==> src/rtl/line_clear_pkg.sv <==
// Shared types and geometry helpers for the playfield line-clear engine.
package line_clear_pkg;

  typedef enum logic [2:0] {
    ST_IDLE,
    ST_SCAN,
    ST_SHIFT,
    ST_CLEAR,
    ST_DONE
  } lce_state_e;

  localparam int EMPTY_CELL = 0;

  function automatic int calc_row_words(input int cols, input int nbytes);
    return (cols + nbytes - 1) / nbytes;
  endfunction

  // Byte enables for the last word of a row; bytes past the last column are padding.
  function automatic logic [31:0] calc_last_be(input int cols, input int nbytes);
    logic [31:0] m;
    int          rem;
    m   = '0;
    rem = cols - (calc_row_words(cols, nbytes) - 1) * nbytes;
    for (int i = 0; i < 32; i++) begin
      if (i < rem) m[i] = 1'b1;
    end
    return m;
  endfunction

endpackage

==> src/rtl/line_clear_addr_gen.sv <==
// Independent read and write row/word cursors mapped onto playfield RAM addresses.
module line_clear_addr_gen #(
  parameter int ADDRESS_WIDTH = 12,
  parameter int BASE_ADDR     = 0,
  parameter int ROW_WORDS     = 3,
  parameter int ROW_W         = 5,
  parameter int WORD_W        = 2
) (
  input  logic                     clk,
  input  logic                     reset_n,
  input  logic                     i_rd_load,
  input  logic [ROW_W-1:0]         i_rd_row,
  input  logic                     i_rd_adv,
  input  logic                     i_rd_wrap,
  input  logic                     i_wr_load,
  input  logic [ROW_W-1:0]         i_wr_row,
  input  logic                     i_wr_adv,
  input  logic                     i_wr_wrap,
  output logic [ROW_W-1:0]         o_rd_row,
  output logic                     o_rd_last,
  output logic [ROW_W-1:0]         o_wr_row,
  output logic                     o_wr_last,
  output logic [ADDRESS_WIDTH-1:0] o_raddr,
  output logic [ADDRESS_WIDTH-1:0] o_waddr
);

  localparam logic [WORD_W-1:0] LAST_WORD = WORD_W'(ROW_WORDS - 1);

  logic [ROW_W-1:0]  r_rd_row, r_wr_row;
  logic [WORD_W-1:0] r_rd_word, r_wr_word;

  // A wrap moves to the row above (lower index) because copies run bottom-up.
  always_ff @(posedge clk or negedge reset_n) begin
    if (!reset_n) begin
      r_rd_row  <= '0;
      r_rd_word <= '0;
      r_wr_row  <= '0;
      r_wr_word <= '0;
    end else begin
      if (i_rd_load) begin
        r_rd_row  <= i_rd_row;
        r_rd_word <= '0;
      end else if (i_rd_adv) begin
        if (r_rd_word == LAST_WORD) begin
          r_rd_word <= '0;
          if (i_rd_wrap) r_rd_row <= r_rd_row - ROW_W'(1);
        end else begin
          r_rd_word <= r_rd_word + WORD_W'(1);
        end
      end
      if (i_wr_load) begin
        r_wr_row  <= i_wr_row;
        r_wr_word <= '0;
      end else if (i_wr_adv) begin
        if (r_wr_word == LAST_WORD) begin
          r_wr_word <= '0;
          if (i_wr_wrap) r_wr_row <= r_wr_row - ROW_W'(1);
        end else begin
          r_wr_word <= r_wr_word + WORD_W'(1);
        end
      end
    end
  end

  assign o_rd_row  = r_rd_row;
  assign o_wr_row  = r_wr_row;
  assign o_rd_last = (r_rd_word == LAST_WORD);
  assign o_wr_last = (r_wr_word == LAST_WORD);
  assign o_raddr   = ADDRESS_WIDTH'(BASE_ADDR) + ADDRESS_WIDTH'(r_rd_row) * ADDRESS_WIDTH'(ROW_WORDS)
                   + ADDRESS_WIDTH'(r_rd_word);
  assign o_waddr   = ADDRESS_WIDTH'(BASE_ADDR) + ADDRESS_WIDTH'(r_wr_row) * ADDRESS_WIDTH'(ROW_WORDS)
                   + ADDRESS_WIDTH'(r_wr_word);

endmodule

==> src/rtl/line_clear_engine.sv <==
// Scans the playfield bottom-up, removes full rows by shifting the rows above down one
// and blanking row 0, then rescans the same row.
module line_clear_engine
  import line_clear_pkg::*;
#(
  parameter int ADDRESS_WIDTH = 12,
  parameter int BYTE_WIDTH    = 8,
  parameter int NUM_BYTES     = 4,
  parameter int BASE_ADDR     = 0,
  parameter int ROWS          = 20,
  parameter int COLS          = 10
) (
  input  logic                            clk,
  input  logic                            reset_n,
  input  logic                            start,
  output logic                            busy,
  output logic                            done,
  output logic [$clog2(ROWS+1)-1:0]       lines_cleared,
  input  logic                            mem_gnt,
  output logic [ADDRESS_WIDTH-1:0]        raddr,
  input  logic [BYTE_WIDTH*NUM_BYTES-1:0] q,
  output logic                            we,
  output logic [ADDRESS_WIDTH-1:0]        waddr,
  output logic [NUM_BYTES-1:0]            be,
  output logic [BYTE_WIDTH*NUM_BYTES-1:0] wdata
);

  localparam int ROW_WORDS = calc_row_words(COLS, NUM_BYTES);
  localparam int ROW_W     = (ROWS > 1) ? $clog2(ROWS) : 1;
  localparam int WORD_W    = $clog2(ROW_WORDS + 1);
  localparam int LC_W      = $clog2(ROWS + 1);
  localparam logic [NUM_BYTES-1:0] LAST_BE = NUM_BYTES'(calc_last_be(COLS, NUM_BYTES));
  localparam logic [NUM_BYTES-1:0] FULL_BE = '1;
  localparam logic [WORD_W-1:0]    LAST_WORD = WORD_W'(ROW_WORDS - 1);

  function automatic logic word_full(input logic [BYTE_WIDTH*NUM_BYTES-1:0] d,
                                     input logic [NUM_BYTES-1:0] m);
    logic f;
    f = 1'b1;
    for (int i = 0; i < NUM_BYTES; i++) begin
      if (m[i] && (d[i*BYTE_WIDTH +: BYTE_WIDTH] == BYTE_WIDTH'(EMPTY_CELL))) f = 1'b0;
    end
    return f;
  endfunction

  lce_state_e        r_state, w_state_nxt;
  logic [ROW_W-1:0]  r_cur;
  logic [LC_W-1:0]   r_lines;
  logic              r_rd_pend, r_rd_done, r_full;
  logic [WORD_W-1:0] r_ret_word;

  logic             w_issue, w_wrap, w_rd_load, w_wr_load, w_wr_adv;
  logic [ROW_W-1:0] w_rd_row, w_wr_row, w_rd_row_cur, w_wr_row_cur;
  logic             w_rd_last, w_wr_last, w_acc;
  logic             w_restart, w_cur_init, w_cur_dec, w_lines_clr, w_lines_inc;

  line_clear_addr_gen #(
    .ADDRESS_WIDTH(ADDRESS_WIDTH),
    .BASE_ADDR    (BASE_ADDR),
    .ROW_WORDS    (ROW_WORDS),
    .ROW_W        (ROW_W),
    .WORD_W       (WORD_W)
  ) u_addr_gen (
    .clk      (clk),
    .reset_n  (reset_n),
    .i_rd_load(w_rd_load),
    .i_rd_row (w_rd_row),
    .i_rd_adv (w_issue),
    .i_rd_wrap(w_wrap),
    .i_wr_load(w_wr_load),
    .i_wr_row (w_wr_row),
    .i_wr_adv (w_wr_adv),
    .i_wr_wrap(w_wrap),
    .o_rd_row (w_rd_row_cur),
    .o_rd_last(w_rd_last),
    .o_wr_row (w_wr_row_cur),
    .o_wr_last(w_wr_last),
    .o_raddr  (raddr),
    .o_waddr  (waddr)
  );

  always_ff @(posedge clk or negedge reset_n) begin
    if (!reset_n) begin
      r_state    <= ST_IDLE;
      r_cur      <= '0;
      r_lines    <= '0;
      r_rd_pend  <= 1'b0;
      r_rd_done  <= 1'b0;
      r_full     <= 1'b0;
      r_ret_word <= '0;
    end else begin
      r_state   <= w_state_nxt;
      r_rd_pend <= w_issue;
      if (w_cur_init)     r_cur <= ROW_W'(ROWS - 1);
      else if (w_cur_dec) r_cur <= r_cur - ROW_W'(1);
      if (w_lines_clr)      r_lines <= '0;
      else if (w_lines_inc) r_lines <= r_lines + LC_W'(1);
      if (w_restart) begin
        r_full     <= 1'b1;
        r_ret_word <= '0;
        r_rd_done  <= 1'b0;
      end else begin
        // SCAN stops after one row; SHIFT streams until row 0's last word is read.
        if (w_issue && w_rd_last && (r_state == ST_SCAN || w_rd_row_cur == '0))
          r_rd_done <= 1'b1;
        if (r_rd_pend && r_state == ST_SCAN) begin
          r_full     <= w_acc;
          r_ret_word <= r_ret_word + WORD_W'(1);
        end
      end
    end
  end

  always_comb begin
    w_state_nxt = r_state;
    w_issue     = 1'b0;
    w_wrap      = 1'b0;
    w_rd_load   = 1'b0;
    w_rd_row    = r_cur;
    w_wr_load   = 1'b0;
    w_wr_row    = '0;
    w_wr_adv    = 1'b0;
    w_restart   = 1'b0;
    w_cur_init  = 1'b0;
    w_cur_dec   = 1'b0;
    w_lines_clr = 1'b0;
    w_lines_inc = 1'b0;
    w_acc       = r_full & word_full(q, (r_ret_word == LAST_WORD) ? LAST_BE : FULL_BE);
    busy        = 1'b0;
    done        = 1'b0;
    we          = 1'b0;
    be          = '0;
    wdata       = '0;
    case (r_state)
      ST_IDLE: begin
        if (start) begin
          w_state_nxt = ST_SCAN;
          w_cur_init  = 1'b1;
          w_lines_clr = 1'b1;
          w_restart   = 1'b1;
          w_rd_load   = 1'b1;
          w_rd_row    = ROW_W'(ROWS - 1);
        end
      end
      ST_SCAN: begin
        busy    = 1'b1;
        w_issue = mem_gnt & ~r_rd_done;
        if (r_rd_pend && r_ret_word == LAST_WORD) begin
          if (w_acc) begin
            w_wr_load = 1'b1;
            if (r_cur == '0) begin
              w_state_nxt = ST_CLEAR;
            end else begin
              w_state_nxt = ST_SHIFT;
              w_wr_row    = r_cur;
              w_rd_load   = 1'b1;
              w_rd_row    = r_cur - ROW_W'(1);
              w_restart   = 1'b1;
            end
          end else if (r_cur == '0) begin
            w_state_nxt = ST_DONE;
          end else begin
            w_cur_dec = 1'b1;
            w_rd_load = 1'b1;
            w_rd_row  = r_cur - ROW_W'(1);
            w_restart = 1'b1;
          end
        end
      end
      ST_SHIFT: begin
        busy     = 1'b1;
        w_wrap   = 1'b1;
        w_issue  = mem_gnt & ~r_rd_done;
        we       = r_rd_pend;
        w_wr_adv = r_rd_pend;
        be       = r_rd_pend ? (w_wr_last ? LAST_BE : FULL_BE) : '0;
        wdata    = r_rd_pend ? q : '0;
        if (r_rd_pend && w_wr_row_cur == ROW_W'(1) && w_wr_last) begin
          w_state_nxt = ST_CLEAR;
          w_wr_load   = 1'b1;
        end
      end
      ST_CLEAR: begin
        busy     = 1'b1;
        we       = 1'b1;
        w_wr_adv = 1'b1;
        be       = w_wr_last ? LAST_BE : FULL_BE;
        wdata    = {NUM_BYTES{BYTE_WIDTH'(EMPTY_CELL)}};
        if (w_wr_last) begin
          w_state_nxt = ST_SCAN;
          w_lines_inc = 1'b1;
          w_rd_load   = 1'b1;
          w_restart   = 1'b1;
        end
      end
      ST_DONE: begin
        done        = 1'b1;
        w_state_nxt = ST_IDLE;
      end
      default: w_state_nxt = ST_IDLE;
    endcase
  end

  assign lines_cleared = r_lines;

endmodule

==> config.mk <==
export PLATFORM = sky130hd
export DESIGN_NAME = line_clear_engine
export DESIGN_NICKNAME = d
export VERILOG_FILES = /design/src/rtl/line_clear_pkg.sv /design/src/rtl/line_clear_addr_gen.sv /design/src/rtl/line_clear_engine.sv
export SDC_FILE = /design/constraint.sdc
export NUM_CORES = 1
export LEC_CHECK = 0
export CORE_MARGIN = 4
export CORE_UTILIZATION = 46
export CTS_CLUSTER_DIAMETER = 100
export DETAILED_ROUTE_END_ITERATION = 10
export PLACE_DENSITY = 0.81
export REMOVE_ABC_BUFFERS = 1
export SETUP_SLACK_MARGIN = 0.2
export SLEW_MARGIN = 30
export SYNTH_ARGS = -nofsm -noshare
export SYNTH_HDL_FRONTEND = slang
export SYNTH_SLANG_ARGS = --single-unit
==> constraint.sdc <==
create_clock -name clk -period 2.6 [get_ports clk]
set_input_delay 0.52 -clock clk [delete_from_list [all_inputs] [get_ports clk]]
set_output_delay 0.52 -clock clk [all_outputs]
set_load 0.005 [all_outputs]
---- Word level (Yosys, flattened, before mapping) ----
Index checks and enable logic that the tools add are counted.
operators by class
  bitwise gates (word level) .............. 3
  equal/unequal tests ..................... 13
  $mul .................................... 2
  reduce and logical (&&, ||, !) cells .... 33
  order comparisons ....................... 0
  add/sub/neg operators ................... 9
  shift operators ......................... 0
  muxes and demuxes ....................... 69
  div/mod/pow operators ................... 0
operators with widths
  kind                   count
  $mux W5                19
  $mux W32               2
  $logic_not A8 Y1       4
  $mux W1                25
  $reduce_bool A2 Y1     10
  $mux W3                6
  $add A7 B2 Y8          2
  $mux W2                8
  $sub A5 B1 Y5 const B  3
  $mul A5 B2 Y7 const B  2
  $mux W4                3
  $pmux W3 S4            1
  $logic_and A1 B1 Y1    10
  $logic_not A5 Y1       2
  $pmux W5 S2            1
  $pmux W4 S2            1
  $add A2 B1 Y2 const B  3
  $eq A2 B2 Y1 const B   3
  $eq A3 B2 Y1 const B   2
  $ne A2 B2 Y1 const B   3
  $reduce_and A3 Y1      2
  $add A5 B1 Y5 const B  1
  $eq A5 B1 Y1 const B   1
  $reduce_and A5 Y1      1
  12 further kinds       14
word-level totals
  output and inout bits ................... 68
  RAM bits ................................ 0
  input port bits ......................... 36
  memories kept ........................... 0
  latch bits .............................. 0
  bits in registers ....................... 32
  logic and storage cells ................. 140
  memory bits (read-only) ................. 0

---- Logic depth before layout (Yosys ltp) ----
Gate-level depths: netlist of the first run.
  depth in word-level cells ............... 13
  mapped depth ............................ 8
  depth with buffers taken out ............ 8

---- Cells and area by module ----
From an unflattened synthesis of the first run, not the netlist that was laid out.
unflattened totals
  cells, all modules ...................... 338
  area, all modules ....................... 2984.1 sq um
by module, submodules not included
  module               sequential area each (sq um)  area an instance (sq um)  times used  cells each
  line_clear_engine    450.4                         1500.2                    1           181
  line_clear_addr_gen  350.3                         1483.9                    1           157

---- Worst setup path after synthesis of the first run ----
OpenSTA, ideal clock, no wires.
  kind .................................... flip-flop to output port
  start ................................... register u_addr_gen.r_wr_word[1]
  end ..................................... output waddr[5]
  path slack .............................. 0.168 ns
  cell stages (with the launch flop) ...... 9
  required time ........................... 2.080 ns
  data arrival time ....................... 1.912 ns
  path buffers ............................ 0
  cells stage by stage .................... dfrtp_1 > fa_1 > ha_1 > inv_1 > fa_1 > inv_1 > a21o_1 > a21oi_1 > xnor2_1
between the ends
  word-level cells in the longest chain between the ends .. 1
RTL lines
  item                    RTL line                   text
  from (decl)             line_clear_addr_gen.sv:30  logic [WORD_W-1:0] r_rd_word, r_wr_word;
  from (signal assigned)  line_clear_addr_gen.sv:59  r_wr_word <= r_wr_word + WORD_W'(1);
  $add A7 B2 Y8           line_clear_addr_gen.sv:72  + ADDRESS_WIDTH'(r_wr_word);
  to (decl)               line_clear_engine.sv:23    output logic [ADDRESS_WIDTH-1:0] waddr,
Every way passes these cells.

---- Worst setup path after layout of the first run ----
  start ................................... register u_addr_gen.r_rd_row[1] (netlist: u_addr_gen.o_rd_row[1])
  end ..................................... output raddr[5]
between the ends
  word-level cells in the longest chain between the ends .. 2
RTL lines
  item                    RTL line                   text
  from (decl)             line_clear_addr_gen.sv:29  logic [ROW_W-1:0] r_rd_row, r_wr_row;
  from (signal assigned)  line_clear_addr_gen.sv:41  r_rd_row <= i_rd_row;
  from (signal assigned)  line_clear_addr_gen.sv:46  if (i_rd_wrap) r_rd_row <= r_rd_row - ROW_W'(1);
  $mul A5 B2 Y7           line_clear_addr_gen.sv:69  assign o_raddr = ADDRESS_WIDTH'(BASE_ADDR) + ADDRESS_WIDTH'(r_rd_row) * ADDRESS_WIDTH'(ROW_WORDS)
  $add A7 B2 Y8           line_clear_addr_gen.sv:70  + ADDRESS_WIDTH'(r_rd_word);
  to (decl)               line_clear_engine.sv:20    output logic [ADDRESS_WIDTH-1:0] raddr,
Every way passes these cells.

==> metrics.log, run 1 <==
[metrics] end of the worst register-to-register path: r_state[0]$_DFFE_PN0P_
[metrics] endpoints failing hold: 0
[metrics] power density relative to cell area: approximately 1100 nW/um2
[metrics] sinks on the clock net: 32
[metrics] standby leakage power: 0.00250 uW
[metrics] DRC errors left: 0
[metrics] worst min-delay path category: flip-flop to flip-flop
[metrics] number of buffers created by CTS: 5
[metrics] worst-case vdd ir drop: between 0.0008 and 0.0009 V
[metrics] Routability Congestion: between 0.8 and 0.9
[metrics] Power Internal: 3080 uW
[metrics] Routed Antenna Nets: 0
[metrics] area overhead of the layout relative to synthesis: 53.2%
[metrics] initial drt markers: 120
[metrics] gate count of the mapped netlist: between 300 and 400
[metrics] Overflow after GRT: 0
[metrics] count of input and output buffers: 93
[metrics] root buffer cell: clkbuf_8
[metrics] maximum frequency from static timing analysis: 355 MHz
[metrics] reg-to-reg slack, setup: 0.20 ns
[metrics] Net Switching: 2000 uW
[metrics] number of violations of the max-capacitance limit: 0
[metrics] Die W: 88.9 um
[metrics] Mean Syn Cell Area: between 8 and 9 um2
[metrics] clock power share: 0.081
[metrics] clock tree skew after final layout: 0.00632 ns
[metrics] count of final max-slew check failures: 0
[metrics] pin count of the biggest net entering global routing: 34
[metrics] crit path max fanout: 2
[metrics] Top FF cell, synth: dfrtp_1
[metrics] post-cts hold buffer count: 0
[metrics] Final period util: 1.08
[metrics] Synth area leader: dfrtp_1
[metrics] Synth top area share: 0.266
[metrics] r2r startpoint: u_addr_gen.o_wr_row[1]$_DFFE_PN0P_
[metrics] critical path class: flip-flop to primary output
[metrics] Hold Path Origin: r_rd_done$_DFFE_PN0P_
[metrics] number of flops mapped to enable cells by yosys: 0
[metrics] Post-DP HPWL: 6380 um
[metrics] post-placement setup slack: -0.383 ns
[metrics] via count of the first global-routing pass: 2,902
[metrics] combinational share of power: 0.752
[metrics] violations in the final reports: negative setup slack
[metrics] critical-path cell list: fa_1, ha_2, inv_2, fa_2, inv_1, a21o_1, a21oi_2, xnor2_1, buf_2
[metrics] H-tree depth: 2
[metrics] top cells by area in the synthesized netlist: dfrtp_1, ha_1, and2_1
[metrics] number of standard cells in the layout, taps in and fillers out: 563
[metrics] Seq/Total Area, Yosys: 0.266
[metrics] latest clock arrival within the worst-skew pair: 0.28 ns
[metrics] clock tree from TritonCTS: yes
[metrics] type of element launching the critical path: flip-flop
[metrics] flip-flop and latch count after synthesis: 32
[metrics] Period minus WS final: 2.82 ns
[metrics] number of detailed-routing iterations run before antenna repair: 5
[metrics] Post-Syn Area: 3010 um2
[metrics] final WL: 9130 um
[metrics] placed cells: 533
[metrics] maximum clock insertion buffer count: 2
[metrics] biggest cell delay along the critical path: 0.54 ns
[metrics] Warnings, synthesis: 0
[metrics] utilization after layout: 0.726
[metrics] worst min-delay path endpoint: r_rd_done$_DFFE_PN0P_
[metrics] clock transition at the registers of the reported paths: 0.07 ns
[metrics] setup violation total in the final timing report: 10
[metrics] unrepaired setup endpoints after global routing: true
[metrics] arrival time of the worst setup path: between 2 and 2.5 ns
[metrics] number of ports placed on the die boundary: 104
[metrics] Final #Nets: 561
[metrics] FF-to-FF path depth: 13
[metrics] sequential share of power: 0.167
[metrics] count of different cell masters after synthesis: 55
[metrics] via count: around 3,000
[metrics] smallest setup slack after layout: -0.216 ns
[metrics] switching part of the total: 0.394
[metrics] fraction of layout cells with a size suffix above 1: 0.208
[metrics] Initial Utilization: 0.474
[metrics] initial antenna violation count: 0
[metrics] drt wl/cell: 16.2 um
[metrics] core footprint: between 6000 and 7000 um2
[metrics] mean number of vias per cell: 5.34
[metrics] Cell Rows: 29
[metrics] Overall Power: 5080 uW
[metrics] slowest stage cell on the critical path: fa_1
[metrics] floorplan die height: 88.9 um
[metrics] cell count of the worst hold path: 2
[metrics] Critical Path End Type: primary output
[metrics] number of antenna repair diodes: 0
[metrics] result of the run: finished with violations
[metrics] Req. time, crit path: 2.08 ns
[metrics] share of synthesized flip-flops with an asynchronous set or reset: 1.00
[metrics] area of the die: about 7900 um2
[metrics] gr usage total: 0.219
[metrics] first-pass GRT wire length: about 14,000 um
kinds of logic (layout without fill, tap and decap cells):
| logic type | Yosys count | after routing | synth area share |
|---|---|---|---|
| AND/OR/NAND/NOR | 143 | 143 | 0.280 |
| AO/OA/AOI/OAI | 56 | 56 | 0.118 |
| buffers and inverters | 56 | 183 | 0.0911 |
| adder cells (fa/ha/maj) | 39 | 39 | 0.172 |
| flip-flops | 32 | 32 | 0.266 |
| XOR/XNOR | 16 | 16 | 0.0466 |
| multiplexers | 7 | 7 | 0.0241 |
| other | 1 | 10 | 0.00125 |
power groups by stage:
| stage | Clock (uW) | Combinational (uW) | Sequential, uW |
|---|---|---|---|
| finish | 414 | 3820 | 847 |
| global route | 444 | 4180 | 874 |
| CTS | 416 | 3450 | 834 |
| detailed placement | 0 | 3410 | 837 |
| global placement | 0 | 3290 | 828 |
| floorplan | 0 | 1530 | 861 |
state kept, by name, indices dropped and copies added (netlist names):
name	count
u_addr_gen.o_rd_row	5
u_addr_gen.r_rd_word	2
lines_cleared	5
r_rd_pend	1
r_rd_done	1
r_cur	5
u_addr_gen.o_wr_row	5
r_state	3
u_addr_gen.r_wr_word	2
r_full	1
r_ret_word	2
layer usage:
metal,vias up,track usage,routed length (um)
li1,1445,-,-
met1,1483,0.265,3720
met2,65,0.411,5030
met3,14,0.0335,271
met4,0,0.0385,112
met5,-,0,0
placed cells by master, fill, tap and decap left out, drive strengths merged, types with 11 or more instances in the layout:
master	Yosys	routed
buf	20	61
clkdlybuf4s50	0	55
and2	35	35
ha	35	35
dfrtp	32	32
inv	29	29
nand2	28	28
dlymetal6s2s	0	26
nor2	23	23
a21oi	15	15
o21ai	13	13
xnor2	11	11
through the flow:
step	instance area [um2]	setup TNS [ns]	hold WS [ns]
floorplan	2880	0	0.224
global placement	4140	-1.39	0.477
detailed placement	4140	-2.04	0.488
CTS	4320	-1.18	0.506
global route	4610	-2.11	0.536
finish	4610	-1.34	0.508
synth_stat cells (all sizes together), types with 5 or more instances:
| cell type | count |
|---|---|
| dfrtp | 32 |
| nor2b | 6 |
| nor3 | 5 |
| nand2b | 5 |
| ha | 35 |
| xnor2 | 11 |
| buf | 20 |
| and2 | 35 |
| nand3b | 5 |
| a21oi | 15 |
| mux2i | 5 |
| a31oi | 5 |
| nor2 | 23 |
| clkbuf | 7 |
| inv | 29 |
| nor4 | 10 |
| a21o | 9 |
| nand2 | 28 |
| xor2 | 5 |
| o21ai | 13 |
worst max-delay path by stage:
stage / startpoint / endpoint / slack (ns) / cells past startpoint
detailed placement: u_addr_gen.r_wr_word[1]$_DFFE_PN0P_ / waddr[5] / -0.38 / 9
finish: u_addr_gen.o_rd_row[1]$_DFFE_PN0P_ / raddr[5] / -0.22 / 9
global placement: u_addr_gen.r_rd_word[1]$_DFFE_PN0P_ / raddr[5] / -0.30 / 9
global route: u_addr_gen.o_rd_row[1]$_DFFE_PN0P_ / raddr[6] / -0.34 / 11
CTS: u_addr_gen.o_rd_row[1]$_DFFE_PN0P_ / raddr[5] / -0.23 / 9
floorplan: u_addr_gen.r_wr_word[1]$_DFFE_PN0P_ / waddr[5] / 0.17 / 8
cell type report:
| type | instances | area, um2 |
|---|---|---|
| Clock buffer | 7 | 96.3 |
| Fill cell | 444 | 1740 |
| Inverter | 29 | 111 |
| Multi-Input combinational cell | 271 | 2070 |
| Sequential cell | 32 | 803 |
| Tap cell | 77 | 96.3 |
| Timing Repair Buffer | 147 | 1430 |
worst max-delay path: cells and delay by family (launching register included):
family	cells	cell delay, ns
compound gates	2	0.18
fa+ha+maj	3	1.06
xor+xnor	1	0.14
buf+inv	3	0.23
flops	1	0.40
timing repair:
action,in CTS,in global routing
resized for setup,61,45
cloned,0,3
pin swaps,20,15
endpoints found under the setup margin,44,48
buffers inserted,7,13
No activity file was read; power rests on OpenSTA's default activity.
==> inputs of run 2 (changes only) <==
CORE_ASPECT_RATIO = 1.4   (was default)
REMOVE_ABC_BUFFERS = default   (was 1)
==> run 2 against run 1 <==
  * The flow still finishes with violations (negative setup slack)
  * Largest power group unchanged
  * Highest routed layer unchanged
  * Flip-flop and latch count stayed put
  * Sequential share of layout area is 1.1 points higher
  * Clock power is 6.3% lower
  * Total power is 5.7% lower
  * Design area is 5.9% lower
  * Maximum frequency is 0.51% lower
==> metrics.log, run 2 (same netlist as run 1, synthesis figures left out) <==
[metrics] pin count of the biggest net entering global routing: 33 (was 34)
[metrics] root buffer cell: clkbuf_8 (unchanged)
[metrics] sinks on the clock net: 32 (unchanged)
[metrics] r2r startpoint: r_state[1]$_DFFE_PN0P_ (was u_addr_gen.o_wr_row[1]$_DFFE_PN0P_)
[metrics] count of input and output buffers: 93 (unchanged)
[metrics] utilization after layout: 0.689 (was 0.726)
[metrics] Post-DP HPWL: 6500 um (was 6380 um)
[metrics] count of final max-slew check failures: 0 (unchanged)
[metrics] maximum clock insertion buffer count: 2 (unchanged)
[metrics] standby leakage power: 0.00199 uW (was 0.00250 uW)
[metrics] Overall Power: 4790 uW (was 5080 uW)
[metrics] most common cell after layout, fill and taps aside: clkdlybuf4s50_1 (unchanged)
[metrics] cell count of the worst hold path: 1 (was 2)
[metrics] critical path class: flip-flop to primary output (unchanged)
[metrics] Routability Congestion: 0.884 (was 0.883)
[metrics] Period minus WS final: 2.83 ns (was 2.82 ns)
[metrics] via count: 2,839 (was 3,007)
[metrics] fraction of layout cells with a size suffix above 1: 0.179 (was 0.208)
[metrics] floorplan die height: 104 um (was 88.9 um)
[metrics] number of violations of the max-capacitance limit: 0 (unchanged)
[metrics] Critical Path End Type: primary output (unchanged)
[metrics] via count of the first global-routing pass: 2,924 (was 2,902)
[metrics] result of the run: finished with violations (unchanged)
[metrics] cell area after layout: 4340 um2 (was 4610 um2)
[metrics] post-cts hold buffer count: 0 (unchanged)
[metrics] first-pass GRT wire length: 13,900 um (was 13,800 um)
[metrics] maximum frequency from static timing analysis: 353 MHz (was 355 MHz)
[metrics] arrival time of the worst setup path: 2.31 ns (was 2.30 ns)
[metrics] endpoints failing hold: 0 (unchanged)
[metrics] type of element launching the critical path: flip-flop (unchanged)
[metrics] reg-to-reg slack, setup: 0.37 ns (was 0.20 ns)
[metrics] leading cell types in the layout, fill and taps excluded: clkdlybuf4s50_1, and2_1, dfrtp_1 (was clkdlybuf4s50_1, buf_4, and2_1)
[metrics] setup violation total in the final timing report: 10 (unchanged)
[metrics] Overflow after GRT: 0 (unchanged)
[metrics] end of the worst register-to-register path: u_addr_gen.o_wr_row[1]$_DFFE_PN0P_ (was r_state[0]$_DFFE_PN0P_)
[metrics] clock tree from TritonCTS: yes (unchanged)
[metrics] dpl cell area: 4110 um2 (was 4140 um2)
[metrics] H-tree depth: 2 (unchanged)
[metrics] smallest setup slack after layout: -0.231 ns (was -0.216 ns)
[metrics] mean number of vias per cell: 5.25 (was 5.34)
[metrics] power density relative to cell area: 1100 nW/um2 (about the same)
[metrics] drt wl/cell: 15.3 um (was 16.2 um)
[metrics] violations in the final reports: negative setup slack (unchanged)
[metrics] final WL: 8250 um (was 9130 um)
[metrics] Cell Rows: 34 (was 29)
[metrics] clock tree skew after final layout: 0.00663 ns (was 0.00632 ns)
[metrics] number of ports placed on the die boundary: 104 (unchanged)
[metrics] Hold WS: 0.514 ns (was 0.508 ns)
[metrics] initial drt markers: 93 (was 120)
[metrics] number of buffers created by CTS: 5 (unchanged)
[metrics] latest clock arrival within the worst-skew pair: 0.28 ns (about the same)
[metrics] Routed Antenna Nets: 0 (unchanged)
[metrics] DRC errors left: 0 (unchanged)
[metrics] FF-to-FF path depth: 6 (was 13)
[metrics] Final period util: 1.09 (was 1.08)
[metrics] number of antenna repair diodes: 0 (unchanged)
[metrics] worst min-delay path category: flip-flop to flip-flop (unchanged)
[metrics] crit path max fanout: 2 (unchanged)
[metrics] number of detailed-routing iterations run before antenna repair: 7 (was 5)
[metrics] area overhead of the layout relative to synthesis: 44.2% (was 53.2%)
[metrics] Final #Nets: 543 (was 561)
[metrics] worst-case vdd ir drop: 0.000941 V (was 0.000849 V)
[metrics] core footprint: 6300 um2 (was 6350 um2)
[metrics] area of the die: 7910 um2 (was 7900 um2)
[metrics] gr usage total: 0.212 (was 0.219)
[metrics] Req. time, crit path: 2.08 ns (about the same)
[metrics] unrepaired setup endpoints after global routing: true (unchanged)
[metrics] initial antenna violation count: 0 (unchanged)
[metrics] Hold Path Origin: r_full$_DFFE_PN0P_ (was r_rd_done$_DFFE_PN0P_)
[metrics] Initial Utilization: 0.478 (was 0.474)
[metrics] Die W: 76.3 um (was 88.9 um)
[metrics] worst min-delay path endpoint: r_full$_DFFE_PN0P_ (was r_rd_done$_DFFE_PN0P_)
[metrics] clock transition at the registers of the reported paths: 0.06 ns (was 0.07 ns)
-- run 2: changes by cell type in the layout (fill, tap and decap cells not counted), sizes merged --
cell / before / now
and4bb: 1 / 2
buf: 61 / 45
clkbuf: 10 / 8
clkdlybuf4s50: 55 / 81
dlymetal6s2s: 26 / 0
-- run 2: through the flow --
step | setup WS (ns) | TNS (ns) | cells
after floorplan | 0.203 | 0 | 359
after global placement | -0.296 | -1.10 | 524
after detailed placement | -0.377 | -1.68 | 524
after CTS | -0.226 | -0.970 | 537
after global routing | -0.328 | -2.09 | 541
final | -0.231 | -1.34 | 541
-- run 2: area by class of cell --
cell class	count	area, um2
Timing Repair Buffer	128	1160
Sequential cell	32	802
Fill cell	548	1960
Inverter	29	109
Multi-Input combinational cell	272	2090
Tap cell	72	90.1
Clock buffer	8	90.1
-- run 2: how the worst max path moves through the flow --
stage / slack, ns / depth (start not counted) / end / from
2_1_floorplan: 0.20 / 8 / waddr[5] / u_addr_gen.r_wr_word[1]$_DFFE_PN0P_
3_3_place_gp: -0.30 / 9 / raddr[5] / u_addr_gen.r_rd_word[1]$_DFFE_PN0P_
3_5_place_dp: -0.38 / 9 / raddr[5] / u_addr_gen.r_rd_word[1]$_DFFE_PN0P_
4_1_cts: -0.23 / 9 / waddr[5] / u_addr_gen.o_wr_row[1]$_DFFE_PN0P_
5_1_grt: -0.33 / 9 / raddr[5] / u_addr_gen.o_rd_row[0]$_DFFE_PN0P_
6_report: -0.23 / 9 / raddr[5] / u_addr_gen.o_rd_row[0]$_DFFE_PN0P_
-- run 2: worst max-delay path, cell delays in order (launching register included) --
cell,delay [ns]
dfrtp_1,0.40
fa_2,0.61
ha_4,0.15
inv_2,0.04
fa_2,0.32
inv_1,0.06
a21o_1,0.10
a21oi_1,0.07
xnor2_1,0.14
buf_2,0.13
-- run 2: per-layer routing --
metal  share of wire  routed length, um  vias to the layer above  track usage
li1                -                  -                     1413            -
met1            0.37               3030                     1331        0.218
met2            0.57               4720                       71        0.419
met3           0.030                244                       24       0.0339
met4           0.031                259                        0       0.0803
met5               0                  0                        -            0
-- run 2: what timing repair did --
action | 4_1_cts | 5_1_grt
endpoints found under the setup margin | 49 | 36
resized for setup | 61 | 11
pin swaps | 17 | 10
setup buffers | 4 | 4
gates cloned | 1 | 0
-- run 2: power breakdown --
| part | internal [uW] | switching, uW | leakage, uW |
|---|---|---|---|
| registers | 683 | 166 | 0.000374 |
| logic | 2010 | 1540 | 0.00157 |
| clock network | 216 | 172 | 0.0000455 |
